`src/rtl/csum_pkg.sv`:
```
// rtl/csum_pkg.sv - shared types, constants and fold helper for the ones-complement checksum blocks
package csum_pkg;

  localparam int          CSUM_W    = 16;
  localparam logic [15:0] CSUM_GOOD = 16'hFFFF;

  typedef enum logic [1:0] {
    ACCUM = 2'd0,
    FOLD1 = 2'd1,
    FOLD2 = 2'd2,
    DONE  = 2'd3
  } csum_state_t;

  function automatic logic [16:0] csum_fold32(input logic [31:0] v);
    return {1'b0, v[15:0]} + {1'b0, v[31:16]};
  endfunction

endpackage

```
`src/rtl/csum_beat_sum.sv`:
```
// rtl/csum_beat_sum.sv - keep-masked sum of the 16-bit big-endian words of one stream beat
module csum_beat_sum #(
  parameter int DATA_W = 64,
  parameter int KEEP_W = DATA_W / 8,
  parameter int SUM_W  = 16 + $clog2(DATA_W / 16)
) (
  input  logic [DATA_W-1:0] data,
  input  logic [KEEP_W-1:0] keep,
  output logic [SUM_W-1:0]  sum
);

  localparam int N_WORDS = DATA_W / 16;

  logic [DATA_W-1:0] masked;

  // keep[i] qualifies data[8*i +: 8], so the top byte (network byte 0) pairs with the top keep bit
  always_comb begin
    masked = '0;
    for (int i = 0; i < KEEP_W; i++) begin
      masked[8*i +: 8] = keep[i] ? data[8*i +: 8] : 8'h00;
    end
  end

  always_comb begin
    sum = '0;
    for (int w = 0; w < N_WORDS; w++) begin
      sum = sum + SUM_W'(masked[16*w +: 16]);
    end
  end

endmodule

```
`src/rtl/csum_check.sv`:
```
// rtl/csum_check.sv - streaming RX verifier for the 16-bit ones-complement Internet checksum
// Optional macro CSUM_CHECK_SEED_EN adds s_seed, a per-packet partial sum added on the first beat.
module csum_check
  import csum_pkg::*;
#(
  parameter int DATA_W = 64,
  parameter int KEEP_W = DATA_W / 8
) (
  input  logic              clk,
  input  logic              rst_n,
  input  logic [DATA_W-1:0] s_data,
  input  logic [KEEP_W-1:0] s_keep,
  input  logic              s_valid,
  input  logic              s_last,
`ifdef CSUM_CHECK_SEED_EN
  input  logic [15:0]       s_seed,
`endif
  output logic              s_ready,
  output logic              res_valid,
  input  logic              res_ready,
  output logic [CSUM_W-1:0] res_sum,
  output logic              res_ok
);

  localparam int SUM_W = 16 + $clog2(DATA_W / 16);

  csum_state_t       state, state_d;
  logic [31:0]       acc;
  logic [SUM_W-1:0]  beat_sum;
  logic [15:0]       seed;
  logic [15:0]       fold_final;
  logic              ready_q;
  logic              accept;

  csum_beat_sum #(
    .DATA_W(DATA_W),
    .KEEP_W(KEEP_W),
    .SUM_W (SUM_W)
  ) u_beat_sum (
    .data(s_data),
    .keep(s_keep),
    .sum (beat_sum)
  );

`ifdef CSUM_CHECK_SEED_EN
  logic first_beat;

  // the beat after a last beat opens the next packet
  always_ff @(posedge clk) begin
    if (!rst_n) first_beat <= 1'b1;
    else if (accept) first_beat <= s_last;
  end

  assign seed = first_beat ? s_seed : 16'h0000;
`else
  assign seed = 16'h0000;
`endif

  assign s_ready    = ready_q;
  assign accept     = s_valid && ready_q;
  assign res_valid  = (state == DONE);
  assign fold_final = acc[15:0] + {15'b0, acc[16]};

  always_comb begin
    state_d = state;
    unique case (state)
      ACCUM:   if (accept && s_last) state_d = FOLD1;
      FOLD1:   state_d = FOLD2;
      FOLD2:   state_d = DONE;
      DONE:    if (res_ready) state_d = ACCUM;
      default: state_d = ACCUM;
    endcase
  end

  // s_ready is registered so it stays low while rst_n is held
  always_ff @(posedge clk) begin
    if (!rst_n) begin
      state   <= ACCUM;
      ready_q <= 1'b0;
    end else begin
      state   <= state_d;
      ready_q <= (state_d == ACCUM);
    end
  end

  always_ff @(posedge clk) begin
    if (!rst_n) begin
      acc     <= '0;
      res_sum <= '0;
      res_ok  <= 1'b0;
    end else begin
      unique case (state)
        ACCUM: begin
          // folding the previous value each beat keeps acc bounded for any length
          if (accept) acc <= 32'(acc[15:0]) + 32'(acc[31:16]) + 32'(beat_sum) + 32'(seed);
        end
        FOLD1: acc <= 32'(csum_fold32(acc));
        FOLD2: begin
          res_sum <= fold_final;
          res_ok  <= (fold_final == CSUM_GOOD);
        end
        DONE: begin
          if (res_ready) acc <= '0;
        end
        default: acc <= '0;
      endcase
    end
  end

endmodule

```
`config.mk`:
```
export PLATFORM = sky130hd
export DESIGN_NAME = csum_check
export DESIGN_NICKNAME = d
export VERILOG_FILES = /design/src/rtl/csum_pkg.sv /design/src/rtl/csum_beat_sum.sv /design/src/rtl/csum_check.sv
export SDC_FILE = /design/constraint.sdc
export NUM_CORES = 1
export LEC_CHECK = 0
export ABC_AREA = 1
export ABC_CLOCK_PERIOD_IN_PS = 4600
export CAP_MARGIN = 5
export CORE_MARGIN = 4
export CORE_UTILIZATION = 50
export CTS_CLUSTER_DIAMETER = 60
export DETAILED_ROUTE_END_ITERATION = 7
export HOLD_SLACK_MARGIN = 0.06
export PLACE_DENSITY_LB_ADDON = 0.05
export RECOVER_POWER = 25
export SETUP_SLACK_MARGIN = 0.4
export SLEW_MARGIN = 20
export SYNTH_ARGS = -nofsm -noshare
export SYNTH_HDL_FRONTEND = slang
export SYNTH_HIERARCHICAL = 1
export SYNTH_SLANG_ARGS = --single-unit
```
`constraint.sdc`:
```
create_clock -name clk -period 4.6 [get_ports clk]
set_clock_uncertainty 0.15 [all_clocks]
set_input_delay 0.92 -clock clk [delete_from_list [all_inputs] [get_ports clk]]
set_output_delay 0.92 -clock clk [all_outputs]
set_load 0.01 [all_outputs]
```
### Word-level counts from Yosys, hierarchy flattened

Cells that the tools add are included.

| cells by class | value |
|---|---|
| add/sub/neg operators | 7 |
| eq/ne operators | 6 |
| muxes and demuxes | 14 |
| reductions and logical operators | 6 |

Operator list:

| operator | count |
|---|---|
| $pmux 32 s3 | 1 |
| $mux 32 | 2 |
| $mux 8 | 8 |
| $add 16x16->17 | 3 |
| $add 18x16->18 | 2 |
| $add 17x18->19 | 1 |
| $add 16x1->16 | 1 |
| $eq 16x16->1 const B | 1 |
| $pmux 2 s4 | 1 |
| $eq 2x2->1 const B | 2 |
| $logic_not 2->1 | 2 |
| $mux 2 | 2 |
| $reduce_and 3->1 | 1 |
| $reduce_bool 3->1 | 1 |
| $eq 2x1->1 const B | 1 |
| $logic_and 1x1->1 | 2 |
| $ne 2x1->1 const B | 1 |
| $ne 2x2->1 const B | 1 |

| word-level totals | value |
|---|---|
| flip-flop bits (word level) | 52 |
| output and inout bits | 19 |
| word-level logic and storage cells | 38 |

### Depth between registers and ports, before layout

| depth | value |
|---|---|
| depth after elaboration | 7 |
| depth in mapped cells | 27 |

### Cells and area by module

Netlist, hierarchy kept.

Modules (own cells, without submodules):

| module | instances | cells each | area an instance (um^2) |
|---|---|---|---|
| csum_check | 1 | 535 | 3345.7 |
| csum_beat_sum | 1 | 387 | 2245.9 |

### Worst setup path before layout

Ideal clock, no wire load.

| timing path | value |
|---|---|
| path kind | input to register |
| start | input port s_keep[2] |
| end | register acc[16] |
| setup time | 0.070 ns |
| arrival time | 4.656 ns |
| required time | 4.380 ns |
| setup slack | -0.276 ns |
| cell stages on the path | 20 |
| path buffers | 1 |
| cells stage by stage | clkbuf_1 > nand2_1 > inv_1 > fa_1 > fa_1 > ha_1 > fa_1 > nand2_2 > a21oi_2 > a21oi_1 > xnor2_1 > ha_1 > ha_1 > a21oi_1 > o21ai_0 > a21oi_1 > nand2_1 > nand2_1 > nand3_1 > a21oi_1 |

| on the way | value |
|---|---|
| longest elaborated chain between the ends | 7 |

RTL lines:

| item | line | text |
|---|---|---|
| from (decl) | csum_check.sv:12 | `input logic [KEEP_W-1:0] s_keep,` |
| $mux 8 | csum_beat_sum.sv:20 | `masked[8*i +: 8] = keep[i] ? data[8*i +: 8] : 8'h00;` |
| $add 16x16->17 | csum_beat_sum.sv:27 | `sum = sum + SUM_W'(masked[16*w +: 16]);` |
| $add 18x16->18 (2 in a row) | csum_beat_sum.sv:27 |  |
| named net beat_sum[9] | csum_check.sv:29 | `logic [SUM_W-1:0] beat_sum;` |
| $add 17x18->19 | csum_check.sv:95 | `if (accept) acc <= 32'(acc[15:0]) + 32'(acc[31:16]) + 32'(beat_sum) + 32'(seed);` |
| $mux 32 | csum_check.sv:95 |  |
| $pmux 32 s3 | csum_check.sv:92 | `unique case (state)` |
| to (signal assigned) | csum_check.sv:95 |  |
| to (signal assigned) | csum_check.sv:97 | `FOLD1: acc <= 32'(csum_fold32(acc));` |
| to (decl) | csum_check.sv:28 | `logic [31:0] acc;` |

The timed path passes the listed nets, and every way through them passes these cells. The select of a mux whose other input is x is not followed.
A chain may end at the register's enable or synchronous reset.

### Final worst setup path

| timing path | value |
|---|---|
| start | input port s_keep[4] |
| end | register acc[17] |

| on the way | value |
|---|---|
| longest elaborated chain between the ends | 6 |

RTL lines:

| item | line |
|---|---|
| $mux 8 | csum_beat_sum.sv:20 |
| $add 18x16->18 (2 in a row) | csum_beat_sum.sv:27 |
| named net beat_sum[12] | csum_check.sv:29 |
| $add 17x18->19 | csum_check.sv:95 |
| $mux 32 | csum_check.sv:95 |
| $pmux 32 s3 | csum_check.sv:92 |

The timed path passes the listed nets, and every way through them passes these cells. The select of a mux whose other input is x is not followed.

==> summary.md <==
| Metric | Value |
|---|---|
| Slew margin rel. | `47.6%` |
| Syn Area/Cell | `6.06 um^2` |
| Final Setup Violations | `5` |
| Drt drc | `0` |
| Measured slew at the worst slew-check pin | `782 ps` |
| Tcrit/Tclk final | `101%` |
| Cell Pwr Density | `435 nW/um^2` |
| Commonest cells after routing, fill and taps aside | `nand2_1, inv_1, buf_4` |
| Max-Cap Viols | `0` |
| Max IR drop VDD | `408 uV` |
| Post-Place Cells | `1,198` |
| Failing checks | `setup timing` |
| FF+latch count, synth | `39` |
| Core ar. | `10,900 um^2` |
| P_leak | `0.00444 uW` |
| Routed Antenna Nets | `0` |
| Pin count of the biggest net entering global routing | `22` |
| Area growth syn-to-layout | `55.7%` |
| Via count | `6,569` |
| Status | `finished with violations` |
| Initial Util | `51.4%` |
| GRT overflow | `0` |
| Vias in the first global route | `6,226` |
| Final Util | `80.0%` |
| Most common cell after layout, fill and taps aside | `nand2_1` |
| Placer Congestion | `0.886` |
| Number of port buffers | `95` |
| CTS tree | `built` |
| Crit path arrival time | `4740 ps` |
| Pins Over Slew Limit | `0` |
| Final Instance Area | `8710 um^2` |
| # diodes | `0` |
| Clk Latency, worst-skew pair | `310 ps` |
| Tmin final | `4660 ps` |
| Final hold slack | `319 ps` |
| CTS buffer count | `5` |
| Post-synth net total | `1,086` |
| Hold violation count in the final report | `0` |
| Total Nets Final | `1,264` |
| Die width | `114 um` |
| Count of cell types in the netlist | `37` |
| Ports | `96` |
| Final wirelength | `18,300 um` |
| CP required | `4670 ps` |
| Hold Path Class | `reg -> reg` |
| Final WS setup | `-65.0 ps` |
| Clk slew on worst S/H paths | `80 ps` |
| Via density | `5.29` |
| Register Area | `781 um^2` |
| Fmax | `0.214 GHz` |
| Number of fill cells | `769` |
| Initial antenna violation count | `0` |
| Cell area after synthesis | `5590 um^2` |
| Starting DRC count in detailed routing | `580` |
| Die ar. | `12,900 um^2` |
| WS Path Type | `in -> reg` |
| DP Area | `7450 um^2` |
| Syn Inst Count | `922` |
| First-pass GRT wire length | `27,800 um` |
| HPWL Detailed | `12,100 um` |
| Syn. warnings | `6` |
| Max clock buf depth | `2` |
| Non-Filler Instances | `1,241` |
| Multi-input gate area | `5190 um^2` |
| R2R setup slack | `1770 ps` |
| CTS root buf | `clkbuf_8` |
| Share of the yosys chip area belonging to registers | `14.0%` |
| WL/cell | `14.8 um` |
| RSZ-0062 raised after global routing | `true` |
| # rows | `38` |
| Clk sinks | `39` |
| Crit start category | `input pin` |
| Die height | `114 um` |
| Worst-path maximum fanout | `6` |
| Htree depth | `2` |
| Layout cells sized above 1 | `33.8%` |
| DRT Pass-1 Iters | `5` |
| Setup_tns | `-119 ps` |
| CP Capture Type | `flop` |
| Tot GR Track Use | `25.6%` |
[worst paths after layout]
| check | cells after the start | to | start |
|---|---|---|---|
| hold reg to reg | 2 | res_ok | res_ok |
| hold / removal | 2 | res_ok | res_ok |
| setup reg to reg | 12 | acc[17] | acc[17] |
| setup / recovery | 27 | acc[17] | s_keep[4] |
[what timing repair did]
item | in CTS | in global routing
pin swaps | 179 | 76
endpoints found under the setup margin | 17 | 17
gates resized for setup | 265 | 81
buffers inserted | 26 | 9
hold buffers | 0 | 0
[cells by family after synthesis]
group	synth area share [%]
buffers and inverters	15.3
AOI/OAI and AO/OA	9.87
adders and majority gates	24.4
and+or+nand+nor	34.4
xor gates and xnor gates	2.04
DFF	14.0
[sequential cells by signal, summed over array words and instances, names as in the netlist]
name / cells
acc: 19
s_ready: 1
state: 2
res_sum: 16
res_ok: 1
[critical path, cell delays in order]
cell and delay, ps:
buf_12 110, buf_4 130, nand2_1 90, inv_2 40, fa_1 530, inv_1 50
fa_1 490, inv_2 50, ha_4 260, nand2_4 90, inv_4 40, a21oi_2 120
nand2_2 90, buf_6 130, nand2_4 50, nand2_2 40, nand2_2 50, nand2_2 70
ha_4 280, ha_4 220, a21oi_4 220, o21ai_4 100, a21oi_2 150, nand2_1 100
nand2_2 90, nand3_2 80, a21oi_2 150
[final cells by class]
class,count,share of cell area (%)
clock buffer,6,0.948
clock inverter,2,0.402
inverter,206,8.94
multi-input combinational,659,59.6
sequential,39,8.97
tap,140,2.01
timing repair buffer,189,19.1
[stage by stage]
| step | total power, uW | setup slack, ps |
|---|---|---|
| finish | 3790 | -65.0 |
| global route | 4010 | -239 |
| CTS | 3330 | 60.6 |
| detailed placement | 2430 | -822 |
| global placement | 2410 | -739 |
| floorplan | 1780 | -5.83 |
[Yosys cell counts]
library cell | n | share of area [%]
nand2_1 | 280 | 19
o21ai_0 | 38 | 3.4
inv_2 | 10 | 0.67
fa_1 | 37 | 13
o21bai_1 | 1 | 0.13
buf_6 | 1 | 0.20
a21oi_1 | 41 | 3.7
a211oi_1 | 1 | 0.13
o21ai_1 | 2 | 0.18
o211ai_1 | 8 | 1.1
dfxtp_1 | 39 | 14
a21oi_2 | 2 | 0.31
nand3b_1 | 6 | 0.81
a21o_1 | 1 | 0.13
nand3_2 | 1 | 0.18
nand2_4 | 1 | 0.20
nor4_1 | 1 | 0.11
nor2_4 | 1 | 0.20
nand4_1 | 11 | 1.2
nor2_1 | 86 | 5.8
nor3_1 | 3 | 0.27
ha_1 | 50 | 11
nor3b_1 | 1 | 0.13
o22ai_1 | 1 | 0.11
xor2_1 | 11 | 1.7
nor2_2 | 4 | 0.45
nor3_2 | 4 | 0.72
o21ai_2 | 1 | 0.16
nand3_1 | 47 | 4.2
clkinv_1 | 2 | 0.13
xnor2_1 | 2 | 0.31
or2_0 | 2 | 0.22
clkbuf_1 | 12 | 0.81
a31oi_1 | 5 | 0.56
nand2_2 | 10 | 1.1
buf_2 | 5 | 0.45
inv_1 | 194 | 13
[routing by layer]
metal	vias to the layer above	wire (um)	part of all wire, %	GRT usage (%)
met5	-	0	0	0
met4	0	420	2.3	4.25
met3	45	1430	7.8	4.77
met2	272	8850	48	42.7
met1	3084	7620	42	35.1
li1	3168	-	-	-
[report_power, final]
| part | leakage [uW] | switching (uW) | internal, uW | total [uW] |
|---|---|---|---|---|
| clock network | 0.0000612 | 135 | 176 | 311 |
| logic | 0.00406 | 1580 | 1420 | 3010 |
| registers | 0.000318 | 88.4 | 385 | 473 |
Note: power is estimated with default switching activity, not from simulation.
